[src/rtl/spi_flash_resp.sv]
// SPI mode-0 responder emulating the read side of a 25-series NOR flash.
// All SPI pins are oversampled in the clk domain; READ data comes from a byte-wide memory port.
module spi_flash_resp #(
  parameter logic [23:0] JEDEC_ID = 24'hEF4018,
  parameter logic [7:0]  STATUS1  = 8'h00
) (
  input  logic        clk,
  input  logic        rst,
  input  logic        spi_cs_n,
  input  logic        spi_sclk,
  input  logic        spi_mosi,
  output logic        spi_miso,
  output logic        spi_miso_oe,
  output logic        mem_rd,
  output logic [23:0] mem_addr,
  input  logic [7:0]  mem_rdata,
  output logic        busy
);

  typedef enum logic [2:0] {
    S_IDLE, S_CMD, S_ADDR, S_DATA, S_ID, S_STAT, S_IGNORE
  } state_t;

  state_t      r_state, w_state_nxt;
  logic        r_cs_s1, r_cs_s2, r_cs_prev;
  logic        r_sclk_s1, r_sclk_s2, r_sclk_prev;
  logic        r_mosi_s1, r_mosi_s2;
  logic [2:0]  r_bitcnt;
  logic [1:0]  r_bytecnt;
  logic [22:0] r_shift;
  logic [7:0]  r_fetch;
  logic [7:0]  r_txsh;
  logic        r_miso, r_oe, r_mem_rd, r_rd_d;
  logic [23:0] r_mem_addr;

  logic        w_cs_high, w_cs_fall, w_rise, w_fall, w_bit_last;
  logic        w_out_state, w_shift_out, w_load;
  logic        w_rd_first, w_rd_next;
  logic [7:0]  w_cmd, w_byte;

  // CS sync resets low so a CS already low at reset release never looks like a fall
  always_ff @(posedge clk) begin
    if (rst) begin
      r_cs_s1     <= 1'b0;
      r_cs_s2     <= 1'b0;
      r_cs_prev   <= 1'b0;
      r_sclk_s1   <= 1'b0;
      r_sclk_s2   <= 1'b0;
      r_sclk_prev <= 1'b0;
    end else begin
      r_cs_s1     <= spi_cs_n;
      r_cs_s2     <= r_cs_s1;
      r_cs_prev   <= r_cs_s2;
      r_sclk_s1   <= spi_sclk;
      r_sclk_s2   <= r_sclk_s1;
      r_sclk_prev <= r_sclk_s2;
    end
  end

  always_ff @(posedge clk) begin
    r_mosi_s1 <= spi_mosi;
    r_mosi_s2 <= r_mosi_s1;
  end

  assign w_cs_high   = r_cs_s2;
  assign w_cs_fall   = ~r_cs_s2 & r_cs_prev;
  assign w_rise      = r_sclk_s2 & ~r_sclk_prev;
  assign w_fall      = ~r_sclk_s2 & r_sclk_prev;
  assign w_bit_last  = (r_bitcnt == 3'd7);
  assign w_cmd       = {r_shift[6:0], r_mosi_s2};
  assign w_out_state = (r_state == S_DATA) || (r_state == S_ID) || (r_state == S_STAT);
  assign w_shift_out = w_fall & ~w_cs_high & w_out_state;
  assign w_load      = w_shift_out & (r_bitcnt == 3'd0);

  always_ff @(posedge clk) begin
    if (rst) r_state <= S_IDLE;
    else     r_state <= w_state_nxt;
  end

  // CS high is checked first so it wins over any SCLK edge seen in the same clk
  always_comb begin
    w_state_nxt = r_state;
    w_rd_first  = 1'b0;
    w_rd_next   = 1'b0;
    if (w_cs_high) begin
      w_state_nxt = S_IDLE;
    end else begin
      case (r_state)
        S_IDLE: if (w_cs_fall) w_state_nxt = S_CMD;
        S_CMD: begin
          if (w_rise && w_bit_last) begin
            case (w_cmd)
              8'h03:   w_state_nxt = S_ADDR;
              8'h9F:   w_state_nxt = S_ID;
              8'h05:   w_state_nxt = S_STAT;
              default: w_state_nxt = S_IGNORE;
            endcase
          end
        end
        S_ADDR: begin
          if (w_rise && w_bit_last && (r_bytecnt == 2'd2)) begin
            w_state_nxt = S_DATA;
            w_rd_first  = 1'b1;
          end
        end
        S_DATA: if (w_rise && w_bit_last) w_rd_next = 1'b1;
        default: ;
      endcase
    end
  end

  always_comb begin
    w_byte = 8'h00;
    case (r_state)
      S_DATA: w_byte = r_fetch;
      S_STAT: w_byte = STATUS1;
      S_ID: begin
        case (r_bytecnt)
          2'd0:    w_byte = JEDEC_ID[23:16];
          2'd1:    w_byte = JEDEC_ID[15:8];
          2'd2:    w_byte = JEDEC_ID[7:0];
          default: w_byte = 8'h00;
        endcase
      end
      default: w_byte = 8'h00;
    endcase
  end

  always_ff @(posedge clk) begin
    if (rst) begin
      r_bitcnt   <= 3'd0;
      r_bytecnt  <= 2'd0;
      r_miso     <= 1'b0;
      r_oe       <= 1'b0;
      r_mem_rd   <= 1'b0;
      r_rd_d     <= 1'b0;
      r_mem_addr <= 24'd0;
    end else begin
      r_mem_rd <= w_rd_first | w_rd_next;
      r_rd_d   <= r_mem_rd;
      if (w_cs_high) begin
        r_bitcnt  <= 3'd0;
        r_bytecnt <= 2'd0;
        r_miso    <= 1'b0;
        r_oe      <= 1'b0;
      end else begin
        if ((r_state == S_IDLE) && w_cs_fall) begin
          r_bitcnt  <= 3'd0;
          r_bytecnt <= 2'd0;
          r_miso    <= 1'b0;
          r_oe      <= 1'b1;
        end
        if (w_rise && (r_state != S_IDLE)) begin
          r_bitcnt <= r_bitcnt + 3'd1;
          if ((r_state == S_ADDR) && w_bit_last) r_bytecnt <= r_bytecnt + 2'd1;
        end
        // A fall with the bit counter at zero starts a new output byte
        if (w_load) begin
          r_miso <= w_byte[7];
          if ((r_state == S_ID) && (r_bytecnt != 2'd3)) r_bytecnt <= r_bytecnt + 2'd1;
        end else if (w_shift_out) begin
          r_miso <= r_txsh[7];
        end
      end
      if (w_rd_first)     r_mem_addr <= {r_shift, r_mosi_s2};
      else if (w_rd_next) r_mem_addr <= r_mem_addr + 24'd1;
    end
  end

  always_ff @(posedge clk) begin
    if (w_rise) r_shift <= {r_shift[21:0], r_mosi_s2};
    if (r_rd_d) r_fetch <= mem_rdata;
    if (w_load)           r_txsh <= {w_byte[6:0], 1'b0};
    else if (w_shift_out) r_txsh <= {r_txsh[6:0], 1'b0};
  end

  assign spi_miso    = r_miso;
  assign spi_miso_oe = r_oe;
  assign mem_rd      = r_mem_rd;
  assign mem_addr    = r_mem_addr;
  assign busy        = (r_state != S_IDLE);

endmodule

[config.mk]
export PLATFORM = sky130hd
export DESIGN_NAME = spi_flash_resp
export DESIGN_NICKNAME = d
export VERILOG_FILES = /design/src/rtl/spi_flash_resp.sv
export SDC_FILE = /design/constraint.sdc
export NUM_CORES = 1
export LEC_CHECK = 0
export CAP_MARGIN = 10
export CORE_ASPECT_RATIO = 1.25
export CORE_UTILIZATION = 30
export DETAILED_ROUTE_END_ITERATION = 7
export GPL_ROUTABILITY_DRIVEN = 0
export PLACE_DENSITY = 0.61
export SLEW_MARGIN = 20
export SYNTH_ARGS = -nofsm -noshare
export SYNTH_HDL_FRONTEND = slang
export SYNTH_SLANG_ARGS = --single-unit
export TNS_END_PERCENT = 10
[constraint.sdc]
create_clock -name clk -period 2.69 [get_ports clk]
set_clock_uncertainty 0.1 [all_clocks]
set_input_delay 0.538 -clock clk [delete_from_list [all_inputs] [get_ports clk]]
set_output_delay 0.538 -clock clk [all_outputs]
set_load 0.005 [all_outputs]
==> out/results.ini <==
[layout]
nNetsFinal=404
fillCellCount=1163
antennaDiodeCount=0
multiInputGateArea_um2=1536
seqCellArea_um2=2022
area_growth_pct=22.95
drive_gt1_share_pct=10.34

[cts]
clockBufferDepth=2
clk_pin_slew_ps=60
root_buffer=clkbuf_16
hold_buffers=0
clk_latency_ps=340
htree_levels=3
cts_tree=yes
clock_sinks=82
numCtsBuffers=9
post-cts-setup-buffer-count=0
cts_resized=0

[route]
drc=0
drtPass1Iterations=4
first_iter_violations=152
drtAntennaViolNets=0
num_vias=2761
routed_wl_um=8634
wire_per_inst_um=15.76
routed_via_density=5.038

[synthesis]
synth.avg_cell_area_um2=10.74
synthMuxAreaShare_pct=0.6166
synthArstFlopShare_pct=0
synthTopCellsByCount=44 x dfxtp_1, 38 x edfxtp_1, 36 x nor2_1
synth-simple-area-share_pct=21.17
netlist_instances=340
synth_top_family_by_area=simple AND/OR/NAND/NOR gates
seq_area_frac_synth_pct=55.36
synth_seq_cells=82
synth_compound_area_share_pct=14.73
netlist_top_cells_area=edfxtp_1 31%, dfxtp_1 24%, nor2_1 3.7%
synth_area_um2=3652
syn-num-nets=362
netlist.area_leader.share_pct=31.24
yosysWarnings=0
ys.flop_type=dfxtp_1
synth_edf_count=38
yosys.area_share.adder_pct=3.083
synth_top_area_cell=edfxtp_1
yosys.cell_types.count=59
synth_most_common_cell=dfxtp_1
synth-xor-area-share_pct=2.398

[floorplanning]
start_util_pct=31.15
rows=44
core-area_um2=11730
dieArea_um2=12620
die_x_um=100.7
die_h_um=125.4
ioPinCount=41

[grt]
grt_first_pass_wirelength_um=14080
grt_usage_pct=14.43
antenna_found_initial=0
overflow=0
grt_pass1_vias=2781
grt_max_degree=30

[worst_hold_path]
min_path_type=flop to flop

[setup_path]
r2r_cells=7
reg2reg_slack_ps=430
setup.worst_path.start_class=flop
path_class=flop to primary output
endpoint=busy
worstReg2RegStart=r_bytecnt[0]
reg2reg_to=mem_addr[4]
critPathCaptureType=primary output
worstPathRequired_ps=2050
worst-path-max-fanout=11
arrival_ps=1640
crit_start=r_state[1]

[power]
power_density_nw_per_um2=554.5
vdd_drop_max_mv=0.2584
p_total_mw=2.490
p_leak_nw=1.453

[sta]
finalSetupViolCount=0
final.setup.tns_ps=0
drv_slew=0
finalHoldViolCount=0
post-route-min-period_ps=2282
rsz0062_at_grt=no
tightest_slew_ps=773.9
slew_headroom_pct=48.21
post-route-period-util_pct=84.83
fmax_ghz=0.4382

[placement]
dp_hpwl_um=6052
portBuffers=40

[status]
status=completed

[run]
cap_violations=0

-- worst min-delay path by stage --
stage                    from  depth (start not counted)  slack (ps)         to
floorplan           r_mosi_s1                          0         210  r_mosi_s2
global placement    r_mosi_s1                          0         220  r_mosi_s2
detailed placement  r_mosi_s1                          0         220  r_mosi_s2
CTS                 r_mosi_s1                          0         230  r_mosi_s2
global route        r_mosi_s1                          0         240  r_mosi_s2
finish              r_mosi_s1                          0         230  r_mosi_s2
-- cell families (layout without fill, tap and decap cells) --
family          after synthesis  after routing
simple gates                135            135
flops                        82             82
buf+inv                      23             70
xor+xnor                     10             10
mux                           2              2
compound gates               79             79
fa+ha+maj                     9              9
-- routing by layer --
metal  wire, um  vias up  global-route usage (%)  part of all wire [%]
met2       4256       72                   24.13                    49
met3        459       12                   3.186                   5.3
li1           -     1341                       -                     -
met1       3756     1336                   17.54                    44
met5          0        -                       0                     0
met4        161        0                   6.564                   1.9
-- registers in the layout (all words and copies together) (netlist names), 2 cells and up --
signal,cells
r_shift,23
r_fetch,8
r_txsh,7
r_bitcnt,3
r_state,3
r_bytecnt,2
mem_addr,24
-- report_power, final --
part	switching, mW	total, mW	internal [mW]	leakage, nW
Clock	0.493	1.11	0.617	0.127
Combinational	0.0265	0.0534	0.0269	0.619
Sequential	0.0110	1.33	1.32	0.707
-- through the flow --
step	utilization, %	cells	setup slack (ps)	hold WS [ps]	area [um2]
after global placement	36.05	532	517.7	220.9	4228
after global routing	38.29	548	229.9	236.7	4491
final	38.29	548	408.1	226.2	4491
after floorplan	-	340	129.5	209.6	3652
after detailed placement	36.05	532	477.7	219.3	4228
after CTS	38.29	548	397.2	232.3	4491
-- final cells by class --
| type | instances | share of cell area, % |
|---|---|---|
| Sequential cell | 82 | 45.03 |
| Multi-Input combinational cell | 235 | 34.22 |
| Timing Repair Buffer | 44 | 9.585 |
| Clock buffer | 10 | 5.099 |
| Tap cell | 161 | 4.486 |
| Inverter | 10 | 0.8359 |
| Clock inverter | 6 | 0.7523 |
-- cell usage in the layout (no fill, tap or decap), types with 2 or more instances in the layout --
cell              n
a211oi_1          6
a21oi_1          18
a22oi_1           7
a311oi_1          4
a31oi_1           8
a32oi_1           2
and2_1            2
and3_1            5
buf_4             4
clkbuf_16         9
clkdlybuf4s50_1  40
clkinv_1          2
clkinv_2          2
dfxtp_1          44
edfxtp_1         38
ha_1              9
inv_1            10
mux2_2            2
nand2_1          25
nand2b_1          2
nand3_1          11
nand3b_1          2
nand4_1           3
nor2_1           36
nor2_2            2
nor2b_1          10
nor3_1            8
nor3_2            2
nor3b_1           2
nor4_1            3
o21a_1            2
o21ai_0          14
o22ai_1           4
o311ai_0          2
or2_2             4
or3_1             5
xnor2_1          10
-- worst max-delay path: stages, from the launching register on --
cell	delay (ps)
dfxtp_1	400
or3_1	430
clkdlybuf4s50_1	470
No activity file was read; power rests on OpenSTA's default activity.
